### config.mk
export PLATFORM = sky130hd
export DESIGN_NAME = key_event_decoder
export DESIGN_NICKNAME = d
export VERILOG_FILES = /design/src/rtl/key_pkg.sv /design/src/rtl/key_edge_detect.sv /design/src/rtl/key_event_decoder.sv
export SDC_FILE = /design/constraint.sdc
export NUM_CORES = 1
export LEC_CHECK = 0
export CORE_ASPECT_RATIO = 1.75
export CORE_UTILIZATION = 45
export DETAILED_ROUTE_END_ITERATION = 16
export PLACE_DENSITY = 0.63
export SYNTH_ARGS = -nofsm -noshare
export SYNTH_HDL_FRONTEND = slang
export SYNTH_SLANG_ARGS = --single-unit
### constraint.sdc
create_clock -name clk -period 2 [get_ports clk]
set_clock_uncertainty 0.1 [all_clocks]
set_input_delay 0.3 -clock clk [delete_from_list [all_inputs] [get_ports clk]]
set_output_delay 0.3 -clock clk [all_outputs]
set_load 0.01 [all_outputs]
### src/rtl/key_pkg.sv
// Shared types and helpers for the debounced-key event decoder.
package key_pkg;

    typedef enum logic [2:0] {
        IDLE,
        PRESS1,
        WAIT2,
        PRESS2,
        LONG
    } key_state_t;

    function automatic int unsigned ms_to_cyc(input int unsigned clk_hz, input int unsigned ms);
        return clk_hz / 1000 * ms;
    endfunction

endpackage

### src/rtl/key_edge_detect.sv
// Registers the debounced key level and produces a one-cycle press strobe.
module key_edge_detect (
    input  logic i_clk,
    input  logic i_rst,
    input  logic i_key,
    output logic o_press
);

    logic r_key_q;
    logic r_armed;

    // r_armed stays low until the key has been seen released, so a key held
    // through reset cannot masquerade as a fresh press.
    always_ff @(posedge i_clk) begin
        if (i_rst) begin
            r_key_q <= 1'b1;
            r_armed <= i_key;
        end else begin
            // NOTE: non-blocking so every register samples pre-edge values, independent of statement order.
            r_key_q <= i_key;
            if (i_key) begin
                r_armed <= 1'b1;
            end
        end
    end

    assign o_press = r_armed & r_key_q & ~i_key;

endmodule

### src/rtl/key_event_decoder.sv
// Turns a debounced active-low key level into short/long/repeat/double pulses.
module key_event_decoder #(
    parameter int unsigned CLK_HZ    = 50_000_000,
    parameter int unsigned LONG_MS   = 1000,
    parameter int unsigned DOUBLE_MS = 300,
    parameter int unsigned REPEAT_MS = 200
) (
    input  logic clk,
    input  logic rst,
    input  logic key_in,
    output logic short_pulse,
    output logic long_pulse,
    output logic repeat_pulse,
    output logic double_pulse,
    output logic key_held
);

    import key_pkg::*;

    localparam int unsigned LONG_CYC   = ms_to_cyc(CLK_HZ, LONG_MS);
    localparam int unsigned DOUBLE_CYC = ms_to_cyc(CLK_HZ, DOUBLE_MS);
    localparam int unsigned REPEAT_CYC = ms_to_cyc(CLK_HZ, REPEAT_MS);
    localparam int unsigned MAX_LD     = (LONG_CYC > DOUBLE_CYC) ? LONG_CYC : DOUBLE_CYC;
    localparam int unsigned MAX_CYC    = (MAX_LD > REPEAT_CYC) ? MAX_LD : REPEAT_CYC;
    localparam int          CNT_W      = $clog2(MAX_CYC);

    localparam logic [CNT_W-1:0] LONG_LAST   = CNT_W'(LONG_CYC - 1);
    localparam logic [CNT_W-1:0] DOUBLE_LAST = CNT_W'(DOUBLE_CYC - 1);
    localparam logic [CNT_W-1:0] REPEAT_LAST = CNT_W'(REPEAT_CYC - 1);

    if (LONG_CYC < 2 || DOUBLE_CYC < 2 || REPEAT_CYC < 2) begin : g_bad_cfg
        $error("key_event_decoder: every derived cycle count must be at least 2");
    end

    key_state_t       r_state;
    key_state_t       w_state_nxt;
    logic [CNT_W-1:0] r_cnt;
    logic [CNT_W-1:0] w_cnt_nxt;
    logic             w_press;
    logic             w_short_nxt;
    logic             w_long_nxt;
    logic             w_repeat_nxt;
    logic             w_double_nxt;
    logic             w_held_nxt;
    logic             r_short;
    logic             r_long;
    logic             r_repeat;
    logic             r_double;
    logic             r_held;

    key_edge_detect u_edge (
        .i_clk   (clk),
        .i_rst   (rst),
        .i_key   (key_in),
        .o_press (w_press)
    );

    always_comb begin
        // NOTE: every output gets a default first so no path through the case can infer a latch.
        w_state_nxt  = r_state;
        w_cnt_nxt    = r_cnt;
        w_short_nxt  = 1'b0;
        w_long_nxt   = 1'b0;
        w_repeat_nxt = 1'b0;
        w_double_nxt = 1'b0;
        case (r_state)
            IDLE: begin
                w_cnt_nxt = '0;
                if (w_press) begin
                    w_state_nxt = PRESS1;
                end
            end
            PRESS1: begin
                // Reaching the threshold wins over a release on the same edge.
                if (r_cnt == LONG_LAST) begin
                    w_long_nxt  = 1'b1;
                    w_state_nxt = LONG;
                    w_cnt_nxt   = '0;
                end else if (key_in) begin
                    w_state_nxt = WAIT2;
                    w_cnt_nxt   = '0;
                end else begin
                    w_cnt_nxt = r_cnt + CNT_W'(1);
                end
            end
            WAIT2: begin
                // A second press wins over window expiry on the same edge.
                if (!key_in) begin
                    w_double_nxt = 1'b1;
                    w_state_nxt  = PRESS2;
                    w_cnt_nxt    = '0;
                end else if (r_cnt == DOUBLE_LAST) begin
                    w_short_nxt = 1'b1;
                    w_state_nxt = IDLE;
                    w_cnt_nxt   = '0;
                end else begin
                    w_cnt_nxt = r_cnt + CNT_W'(1);
                end
            end
            PRESS2: begin
                w_cnt_nxt = '0;
                if (key_in) begin
                    w_state_nxt = IDLE;
                end
            end
            LONG: begin
                if (key_in) begin
                    w_state_nxt = IDLE;
                    w_cnt_nxt   = '0;
                end else if (r_cnt == REPEAT_LAST) begin
                    w_repeat_nxt = 1'b1;
                    w_cnt_nxt    = '0;
                end else begin
                    w_cnt_nxt = r_cnt + CNT_W'(1);
                end
            end
            default: begin
                w_state_nxt = IDLE;
                w_cnt_nxt   = '0;
            end
        endcase
        w_held_nxt = (w_state_nxt == PRESS1) || (w_state_nxt == PRESS2) || (w_state_nxt == LONG);
    end

    always_ff @(posedge clk) begin
        if (rst) begin
            r_state  <= IDLE;
            r_cnt    <= '0;
            r_short  <= 1'b0;
            r_long   <= 1'b0;
            r_repeat <= 1'b0;
            r_double <= 1'b0;
            r_held   <= 1'b0;
        end else begin
            r_state  <= w_state_nxt;
            r_cnt    <= w_cnt_nxt;
            r_short  <= w_short_nxt;
            r_long   <= w_long_nxt;
            r_repeat <= w_repeat_nxt;
            r_double <= w_double_nxt;
            r_held   <= w_held_nxt;
        end
    end

    assign short_pulse  = r_short;
    assign long_pulse   = r_long;
    assign repeat_pulse = r_repeat;
    assign double_pulse = r_double;
    assign key_held     = r_held;

endmodule

==> qor.yml, run 1 <==
status:
  status: "complete, but fails checks"
  violations: "setup timing"
logic_synthesis:
  synth_nets: 199
  synthFlopType: "dfxtp_1"
  synth-edff-count: 1
  synth_area_leaders: "dfxtp_1 39%, nor3_1 8.4%, xnor2_1 6.8%"
  yosysSeqAreaShare_pct: 40.7
  syn-cell-area_um2: 1800
  ys_warn_count: 0
  synth_top_area_share_pct: 39.0
  synth.avg_cell_area_um2: 9.21
  yosysTopAreaCell: "dfxtp_1"
  synth_cells: 195
  synth_cell_types: 42
  synthArstFlopShare_pct: 0
  synth_most_common_cell: "dfxtp_1"
  yosys_register_bits: 36
  netlist_top_cells_count: "35 x dfxtp_1, 30 x nor3_1, 14 x xnor2_1"
placement:
  gp_congestion: 0.865
  portBuffers: 7
  hpwl_um: 3280
die:
  ios: 8
  initial_core_util_pct: 46.9
  die_h_um: 85.6
  coreArea_um2: 3830
  die_w_um: 49.8
  rows: 30
  design.die.area_um2: 4260
sta:
  fin_crit_sh_pct: 105
  fin_hold_ws_ns: 0.433
  setup_ws_ns: -0.106
  slew_violations: 0
  fmax_mhz: 475
  hold_violations: 0
  setup_violations: 26
  relSlewSlack_pct: 71.6
  fin_tns_setup_ns: -2.24
  tightest_slew_ns: 0.420
  fin_crit_ns: 2.11
  rsz0062_at_grt: "yes"
clock_network:
  clkTransAtPathRegs_ns: 0.07
  htree_levels: 2
  clk_path_buf_depth: 2
  cts_root_buf: "clkbuf_8"
  postCtsHoldBufs: 0
  clk_latency_ns: 0.28
  cts_sinks: 36
  cts_tree: "built"
  cts_made_buffers: 5
setup_path:
  rr_endpoint: "r_cnt[3]"
  crit_fanout: 12
  slowest_stage: "or4b_4"
  critPathKind: "register to register"
  rr_worst_depth: 6
  cp-start-kind: "register"
  critPathMaxStageDelay_ns: 0.54
  critPathCaptureType: "register"
  rrSetupSlack_ns: -0.11
  crit_required_ns: 2.07
  path_cells: "or4b_4, nor4_4, nand3_2, a311oi_4, buf_6, nor3_1"
  reg2reg_from: "r_cnt[11]"
  crit_arrival_ns: 2.17
drt:
  drt_first_pass_iters: 4
  drt_iter0_markers: 32
  drc: 0
  dr_total_vias: 1607
  drtAntennaViolNets: 0
  wl_per_cell_um: 14.8
  postRouteWirelength_um: 4250
  viasPerCell: 5.58
grt:
  grt_pass1_wl_um: 7250
  gr-total-overflow: 0
  grt_pass1_vias: 1629
  grt_max_degree: 27
  antenna_found_initial: 0
  track_usage_pct: 22.1
job:
  cap_violations: 0
final_layout:
  fillers: 369
  syn_to_final_growth_pct: 28.1
  antenna_cells: 0
  largest_register_ffs: 26
  drive_gt1_share_pct: 27.5
  largest_register: "r_cnt"
  fin_util_pct: 60.1
  final_net_count: 243
  largestRegisters: "r_cnt: 26 flops, r_state: 3 flops"
hold_path:
  hold_depth: 2
  holdCritStartpoint: "r_cnt[0]"
  hp-class: "register to register"
  whs_endpoint: "r_cnt[0]"
pwr:
  power.density_nw_per_um2: 567
  peakVddDrop_mv: 0.552
  cellLeakagePower_nw: 0.779
==> per-stage QoR <==
stage                     power, W  cells  worst slack [ns]  instance area [um2]
final                      0.00130    288            -0.106                 2300
after global routing       0.00135    288            -0.201                 2300
after CTS                  0.00132    288            -0.107                 2280
after detailed placement  0.000833    280            -0.129                 2190
after global placement    0.000831    280           -0.0753                 2190
after floorplan           0.000802    195            -0.187                 1800
==> per-layer routing <==
| metal | vias to the layer above | part of all wire, % | global-route usage (%) |
|---|---|---|---|
| li1 | 806 | - | - |
| met1 | 765 | 38 | 23.0 |
| met2 | 28 | 58 | 42.6 |
| met3 | 8 | 2.0 | 3.37 |
| met4 | 0 | 2.1 | 8.57 |
| met5 | - | 0 | 0 |
==> kinds of logic after synthesis <==
logic type / count (synthesis) / share of synthesized area [%]
simple gates: 110 / 37.1
flops: 36 / 40.7
xor+xnor: 24 / 11.7
compound gates: 12 / 6.34
buf+inv: 12 / 3.48
fa+ha+maj: 1 / 0.697
==> area by class of cell <==
class                   instances  area (um2)  area share [%]
flip-flops and latches         36         733            31.9
well taps                      48        60.1            2.61
repair buffers                 47         390            17.0
multi-input cells             147        1030            44.7
inverters                       2        7.51           0.326
clock buffers                   7        76.3            3.32
clock inverters                 1        5.00           0.218
==> report_power, final <==
part	internal, W	leakage, nW	switching (W)	total, W
clock	0.000244	0.0422	0.000237	0.000481
sequential	0.000727	0.293	0.00000947	0.000737
combinational	0.0000415	0.444	0.0000440	0.0000855
total	0.00101	0.779	0.000290	0.00130
==> placed cells by master (no fill, tap or decap), types with 2 or more instances in the layout <==
cell / synthesis / final
a21oi_1: 3 / 3
and4_1: 3 / 3
and4b_1: 3 / 3
buf_4: 0 / 37
buf_6: 2 / 2
clkbuf_1: 6 / 2
clkbuf_8: 0 / 5
clkdlybuf4s50_1: 0 / 7
dfxtp_1: 35 / 33
dfxtp_2: 0 / 2
inv_1: 2 / 2
nand2_1: 12 / 12
nand2b_1: 2 / 2
nand3_1: 9 / 9
nand3b_1: 3 / 3
nand4_1: 8 / 8
nor2_1: 11 / 11
nor3_1: 30 / 28
nor3_2: 4 / 6
nor3b_1: 4 / 2
nor3b_2: 0 / 2
nor4_1: 7 / 7
nor4b_1: 2 / 2
or2_2: 2 / 2
or4_1: 2 / 2
xnor2_1: 14 / 14
xor2_1: 10 / 10
==> critical path, delay by kind of cell, from the launching register on <==
kind,cells,cell delay (ns)
AND/OR/NAND/NOR,4,0.99
AO/OA/AOI/OAI,1,0.38
buffers and inverters,1,0.20
flip-flops,1,0.32
==> worst max path at each step <==
stage | from | endpoint | slack [ns] | cells past startpoint
final | r_cnt[11] | r_cnt[3] | -0.11 | 6
after global routing | r_cnt[11] | r_cnt[8] | -0.20 | 6
after CTS | r_cnt[11] | r_cnt[3] | -0.11 | 6
after detailed placement | r_cnt[11] | r_cnt[8] | -0.13 | 6
after global placement | r_cnt[6] | r_cnt[25] | -0.08 | 6
after floorplan | r_cnt[11] | r_cnt[20] | -0.19 | 6
==> repair_timing <==
item / CTS / global route
endpoints found under the setup margin: 26 / 29
pin swaps: 1 / 0
resized for setup: 4 / 3
buffers inserted: 0 / 0
Note: power is estimated with default switching activity, not from simulation.
==> inputs of run 2 (changes only) <==
--- a/config.mk
+++ b/config.mk
@@ -5,7 +5,6 @@
 export SDC_FILE = /design/constraint.sdc
 export NUM_CORES = 1
 export LEC_CHECK = 0
-export CORE_ASPECT_RATIO = 1.75
 export CORE_UTILIZATION = 45
 export DETAILED_ROUTE_END_ITERATION = 16
 export PLACE_DENSITY = 0.63
==> run 2 against run 1 <==
The flow still finishes with violations (setup timing). Utilization is 0.80 points higher. Clock power rose by 11%. Die area is 0.24% lower. Highest routed layer unchanged. Non-clock buffer count fell by 2. Combinational power shrank 7.5%. Final cell count is 0.69% lower.
==> qor.yml, run 2 (synthesis gave the netlist of run 1 again) <==
setup_path:
  cp_num_cells: 6  # unchanged
  slowest_stage: "or4b_4"
  critPathMaxStageDelay_ns: 0.55  # about the same
  path_cells: "or4b_4, nor4_4, a41oi_2, a311oi_4, buf_6, nor3_1"
  rr_worst_depth: 6  # unchanged
  crit_arrival_ns: 2.26  # +0.09 ns
  critPathBufInv: 1  # unchanged
  crit_fanout: 14  # +2
  cp_top_family: "simple AND/OR/NAND/NOR gates"
  cp-start-kind: "register"
  critPathKind: "register to register"
  critPathCaptureType: "register"
  crit_required_ns: 2.09  # +0.02 ns
final_layout:
  antenna_cells: 0  # unchanged
  drive_gt1_share_pct: 25.6  # -1.9 points
  fin_util_pct: 60.9  # +0.80 points
  largest_register_ffs: 26  # unchanged
  fin_cells: 286  # -0.69%
  largest_register: "r_cnt"
  multi_input_area_um2: 1010  # -1.5%
  fillers: 337  # -8.7%
  final_net_count: 241  # -0.82%
  final_area_um2: 2280  # -0.92%
  syn_to_final_growth_pct: 26.9
  largestRegisters: "r_cnt: 26 flops, r_state: 3 flops"
  final_cell_mix: "35 x buf_4, 33 x dfxtp_1, 30 x nor3_1"
  seq_area_um2: 733  # unchanged
  layout_commonest_cell: "buf_4"
job:
  cap_violations: 0  # unchanged
pwr:
  internal-power_w: 0.00104  # +3.1%
  power_frac_seq_pct: 54.5  # -2.0 points
  clkPwrFrac_pct: 39.6  # +2.7 points
  power_switching_w: 0.000308  # +5.9%
  power.density_nw_per_um2: 593  # +4.7%
  power_switching_share_pct: 22.7  # +0.46 points
  p_total_w: 0.00135  # +3.7%
  cellLeakagePower_nw: 0.770  # -1.2%
  peakVddDrop_mv: 0.344  # -38%
  p_comb_share_pct: 5.9  # -0.7 points
clock_network:
  cts_tree: "built"
  cts_made_buffers: 5  # unchanged
  clk_latency_ns: 0.29  # about the same
  cts_root_buf: "clkbuf_8"
  clk_path_buf_depth: 2  # unchanged
  htree_levels: 2  # unchanged
  postCtsHoldBufs: 0  # unchanged
  clkTransAtPathRegs_ns: 0.07  # about the same
  cts_sinks: 36  # unchanged
sta:
  relSlewSlack_pct: 70.0  # -1.7 points
  tightest_slew_ns: 0.450  # +0.0301 ns
  hold_violations: 0  # unchanged
  fin_crit_ns: 2.17  # +0.0644 ns
  fmax_mhz: 461  # -3.0%
  setup_ws_ns: -0.170  # -0.0644 ns
  slew_violations: 0  # unchanged
  rsz0062_at_grt: "yes"
  fin_crit_sh_pct: 109  # +3.2 points
  setup_violations: 26  # unchanged
drt:
  drtAntennaViolNets: 0  # unchanged
  drc: 0  # unchanged
  drt_first_pass_iters: 4  # unchanged
  dr_total_vias: 1661  # +3.4%
  viasPerCell: 5.81  # +4.1%
  drt_iter0_markers: 125  # +290%
  wl_per_cell_um: 15.2  # +2.6%
  postRouteWirelength_um: 4340  # +1.9%
grt:
  gr-total-overflow: 0  # unchanged
  grt_max_degree: 27  # unchanged
  grt_pass1_vias: 1582  # -2.9%
  track_usage_pct: 23.2  # +1.1 points
  antenna_found_initial: 0  # unchanged
  grt_pass1_wl_um: 7460  # +2.9%
die:
  ios: 8  # unchanged
  die_w_um: 65.2  # +31%
  initial_core_util_pct: 48.0  # +1.1 points
  coreArea_um2: 3740  # -2.2%
  rows: 22  # -27%
  design.die.area_um2: 4250  # -0.24%
  die_h_um: 65.2  # -24%
status:
  status: "complete, but fails checks"
  violations: "setup timing"
hold_path:
  hold_depth: 2  # unchanged
  hp-class: "register to register"
placement:
  gp_congestion: 0.845  # -2.3%
  dp_cells: 277  # -1.1%
  portBuffers: 7  # unchanged
  hpwl_um: 3160  # -3.7%
  placed_cell_area_um2: 2160  # -1.0%
==> run 2: path summary, 6_finish.rpt <==
| kind | start | to | slack [ns] |
|---|---|---|---|
| worst max-delay path | r_cnt[11] | r_cnt[4] | -0.17 |
| worst min-delay path | r_cnt[0] | r_cnt[0] | 0.44 |
| worst max register to register | r_cnt[11] | r_cnt[4] | -0.17 |
| worst min register to register | r_cnt[0] | r_cnt[0] | 0.44 |
==> run 2: area by class of cell <==
type	instances	share of cell area, %
timing repair buffer	45	16.5
sequential	36	32.2
inverter	2	0.329
clock buffer	8	3.95
tap	48	2.64
multi-input combinational	147	44.4
==> run 2: metrics by stage <==
step | setup slack (ns) | TNS [ns] | hold slack [ns]
after floorplan | -0.187 | -3.77 | 0.276
after global placement | -0.0964 | -2.23 | 0.409
after detailed placement | -0.191 | -4.41 | 0.425
after CTS | -0.169 | -4.08 | 0.435
after global routing | -0.254 | -5.92 | 0.473
final | -0.170 | -4.15 | 0.436
==> run 2: worst register-to-register path, cell delays in order, from the launching register on <==
cell	delay (ns)
dfxtp_2	0.32
or4b_4	0.55
nor4_4	0.26
a41oi_2	0.19
a311oi_4	0.36
buf_6	0.21
nor3_1	0.08
==> run 2: power by group through the flow <==
stage	registers [W]	clock network, W	logic [W]
2_1_floorplan	0.000747	0	0.0000548
3_3_place_gp	0.000752	0	0.0000718
3_5_place_dp	0.000753	0	0.0000752
4_1_cts	0.000737	0.000542	0.0000794
5_1_grt	0.000738	0.000575	0.0000857
6_report	0.000737	0.000536	0.0000791
==> run 2: timing repair <==
action                     CTS  global route
setup endpoints to repair   27            29
setup buffers                1             0
gates resized for setup      3             1
==> run 2: routing by layer <==
metal	up-vias	GRT usage, %	part of all wire, %
met5	-	0	0
met4	0	10.9	3.3
met3	19	5.90	5.3
met2	58	35.1	46
met1	783	30.7	45
li1	801	-	-
==> patch: new RTL, settings of run 2 <==
Reset style: asynchronous (`rst`), changed in one clocked block.
--- a/src/rtl/key_event_decoder.sv
+++ b/src/rtl/key_event_decoder.sv
@@ -122,7 +122,7 @@
         w_held_nxt = (w_state_nxt == PRESS1) || (w_state_nxt == PRESS2) || (w_state_nxt == LONG);
     end
 
-    always_ff @(posedge clk) begin
+    always_ff @(posedge clk or posedge rst) begin
         if (rst) begin
             r_state  <= IDLE;
             r_cnt    <= '0;
Function: differs if rst is asserted again (counterexample within 4 cycles, from zero or initial values and one cycle with rst high); with rst held inactive, the same outputs for 10 cycles.
==> patch against run 2 <==
The flow still finishes with violations (negative setup slack); routed wire length decreased by 5.8%; die area rose by 3.2%; first-iteration DRC count increased by 33%; setup slack lost 0.055 ns; sequential cell count is the same; cell area is 4.2% higher; global-route usage down 2.9 points; synthesized cell count decreased by 1.5%; area after synthesis grew 3.3%.
Power is not compared: it rests on default switching activity, and its combinational part moved more than twofold at a synthesized area within 25%.
==> patch: results <==
export IMPL_portBuffers=7
export IMPL_drtIter0Drc=166
export IMPL_gr_usage_met2=0.352
export IMPL_grt_pass1_vias=1536
export IMPL_synthFlopType="dfrtp_1"
export IMPL_vdd_ir_drop_max_v=0.000528
export IMPL_gp_congestion=0.811
export IMPL_dp_cells=270
export IMPL_arrival_ns=2.30
export IMPL_grt_pass1_wl_um=6620
export IMPL_ys_types=38
export IMPL_n_fill_cell=314
export IMPL_cts_buffers_inserted=5
export IMPL_htreeDepth=2
export IMPL_synth_fp_nets=196
export IMPL_min_path_type="in -> async"
export IMPL_violations="negative setup slack"
export IMPL_grt_start_max_net_pins=35
export IMPL_antenna_found_initial=0
export IMPL_met1_usage=0.236
export IMPL_startpoint="r_cnt[12]$_DFF_PP0_"
export IMPL_drt_vias_per_instance=5.55
export IMPL_synth_area_leaders="dfrtp_1, xor2_1, nor2_1, nand3_1, and3_1"
export IMPL_use_met3=0.0500
export IMPL_max_stage_delay_ns=0.55
export IMPL_rr_worst_depth=6
export IMPL_stdcell_count=281
export IMPL_cp_max_fo=7
export IMPL_critical_path_class="reg -> reg"
export IMPL_hpwl_um=2630
export IMPL_layout_drive_gt1_share=0.249
export IMPL_clk_latency_ns=0.28
export IMPL_detail_route_wl_per_cell_um=14.5
export IMPL_synth_common_cells="nor2_1, dfrtp_1, xor2_1, nand3_1, and3_1"
export IMPL_cts_clk_slew_worst_paths_ns=0.07
export IMPL_tightest_slew_ns=0.480
export IMPL_finalSetupViolations=28
export IMPL_rr_endpoint="r_cnt[6]$_DFF_PP0_"
export IMPL_cp_slowest_cell="or4b_4"
export IMPL_diodes=0
export IMPL_dr_pass1_iters=4
export IMPL_yosys_warnings=0
export IMPL_status="finished with violations"
export IMPL_async_flop_share=0.944
export IMPL_fin_ws_ns=-0.226
export IMPL_leakagePower_nw=1.03
export IMPL_synth_cells=192
export IMPL_root_buffer="clkbuf_8"
export IMPL_ys_seq_area_frac=0.486
export IMPL_reg_largest_list="r_cnt: 26 flops, r_state: 3 flops"
export IMPL_synth_edf_count=1
export IMPL_nets=236
export IMPL_track_usage=0.203
export IMPL_clockBufferDepth=2
==> patch: changes by cell type after synthesis, sizes merged, moves of 7 or more <==
cell / before / now
dfrtp: 0 / 34
nor3: 34 / 6
xor2: 10 / 18
nor2: 11 / 35
and3: 2 / 11
xnor2: 14 / 7
dfxtp: 35 / 1
==> patch: timing repair <==
action,in CTS,in global routing
endpoints found under the hold margin,0,0
gates resized for setup,1,15
gates cloned,0,2
setup endpoints to repair,28,31
pin swaps,1,4
setup buffers,0,1
==> patch: cell type report <==
class | count | share of cell area
clock buffer | 6 | 0.0348
clock inverter | 2 | 0.00422
inverter | 2 | 0.00316
multi-input combinational | 146 | 0.402
sequential | 36 | 0.380
tap | 48 | 0.0253
timing repair buffer | 41 | 0.151
==> patch: worst max-delay path, delay by kind of cell (launching register included) <==
| kind | cells | cell delay (ns) |
|---|---|---|
| buf+inv | 1 | 0.18 |
| flops | 1 | 0.38 |
| simple gates | 3 | 1.01 |
| compound gates | 2 | 0.45 |
==> patch: worst min-delay path by stage <==
| stage | slack, ns | startpoint | end |
|---|---|---|---|
| 2_1_floorplan | 0.30 | rst | u_edge.r_key_q$_SDFF_PP1_ |
| 3_3_place_gp | 0.40 | r_cnt[0]$_DFF_PP0_ | r_cnt[0]$_DFF_PP0_ |
| 3_5_place_dp | 0.41 | r_cnt[0]$_DFF_PP0_ | r_cnt[0]$_DFF_PP0_ |
| 4_1_cts | 0.40 | rst | r_state[2]$_DFF_PP0_ |
| 5_1_grt | 0.46 | r_cnt[0]$_DFF_PP0_ | r_cnt[0]$_DFF_PP0_ |
| 6_report | 0.40 | rst | r_cnt[20]$_DFF_PP0_ |
==> patch: kinds of logic after synthesis <==
| kind of cell | share of synthesized area |
|---|---|
| AO/OA/AOI/OAI | 0.0452 |
| XOR/XNOR | 0.118 |
| adder cells (fa/ha/maj) | 0.00674 |
| buffers and inverters | 0.0364 |
| flip-flops | 0.486 |
| AND/OR/NAND/NOR | 0.308 |
==> patch: power by group <==
part	leakage (nW)	internal (mW)	switching [mW]
Clock	0.0510	0.275	0.249
Sequential	0.484	0.776	0.0367
Combinational	0.499	0.249	0.275
==> patch: routing by layer <==
metal | wire, um | vias up
met5 | 0 | -
met4 | 91 | 0
met3 | 121 | 11
met2 | 2080 | 29
met1 | 1790 | 777
li1 | - | 743
==> patch: stage by stage <==
stage | worst slack [ns] | setup TNS (ns) | instance area [um2] | total power, mW
3_3_place_gp | -0.122 | -3.16 | 2170 | 1.20
2_1_floorplan | -0.109 | -2.17 | 1860 | 1.14
4_1_cts | -0.156 | -3.97 | 2260 | 1.75
6_report | -0.226 | -5.58 | 2370 | 1.86
3_5_place_dp | -0.179 | -4.56 | 2170 | 1.21
5_1_grt | -0.304 | -8.13 | 2370 | 1.96
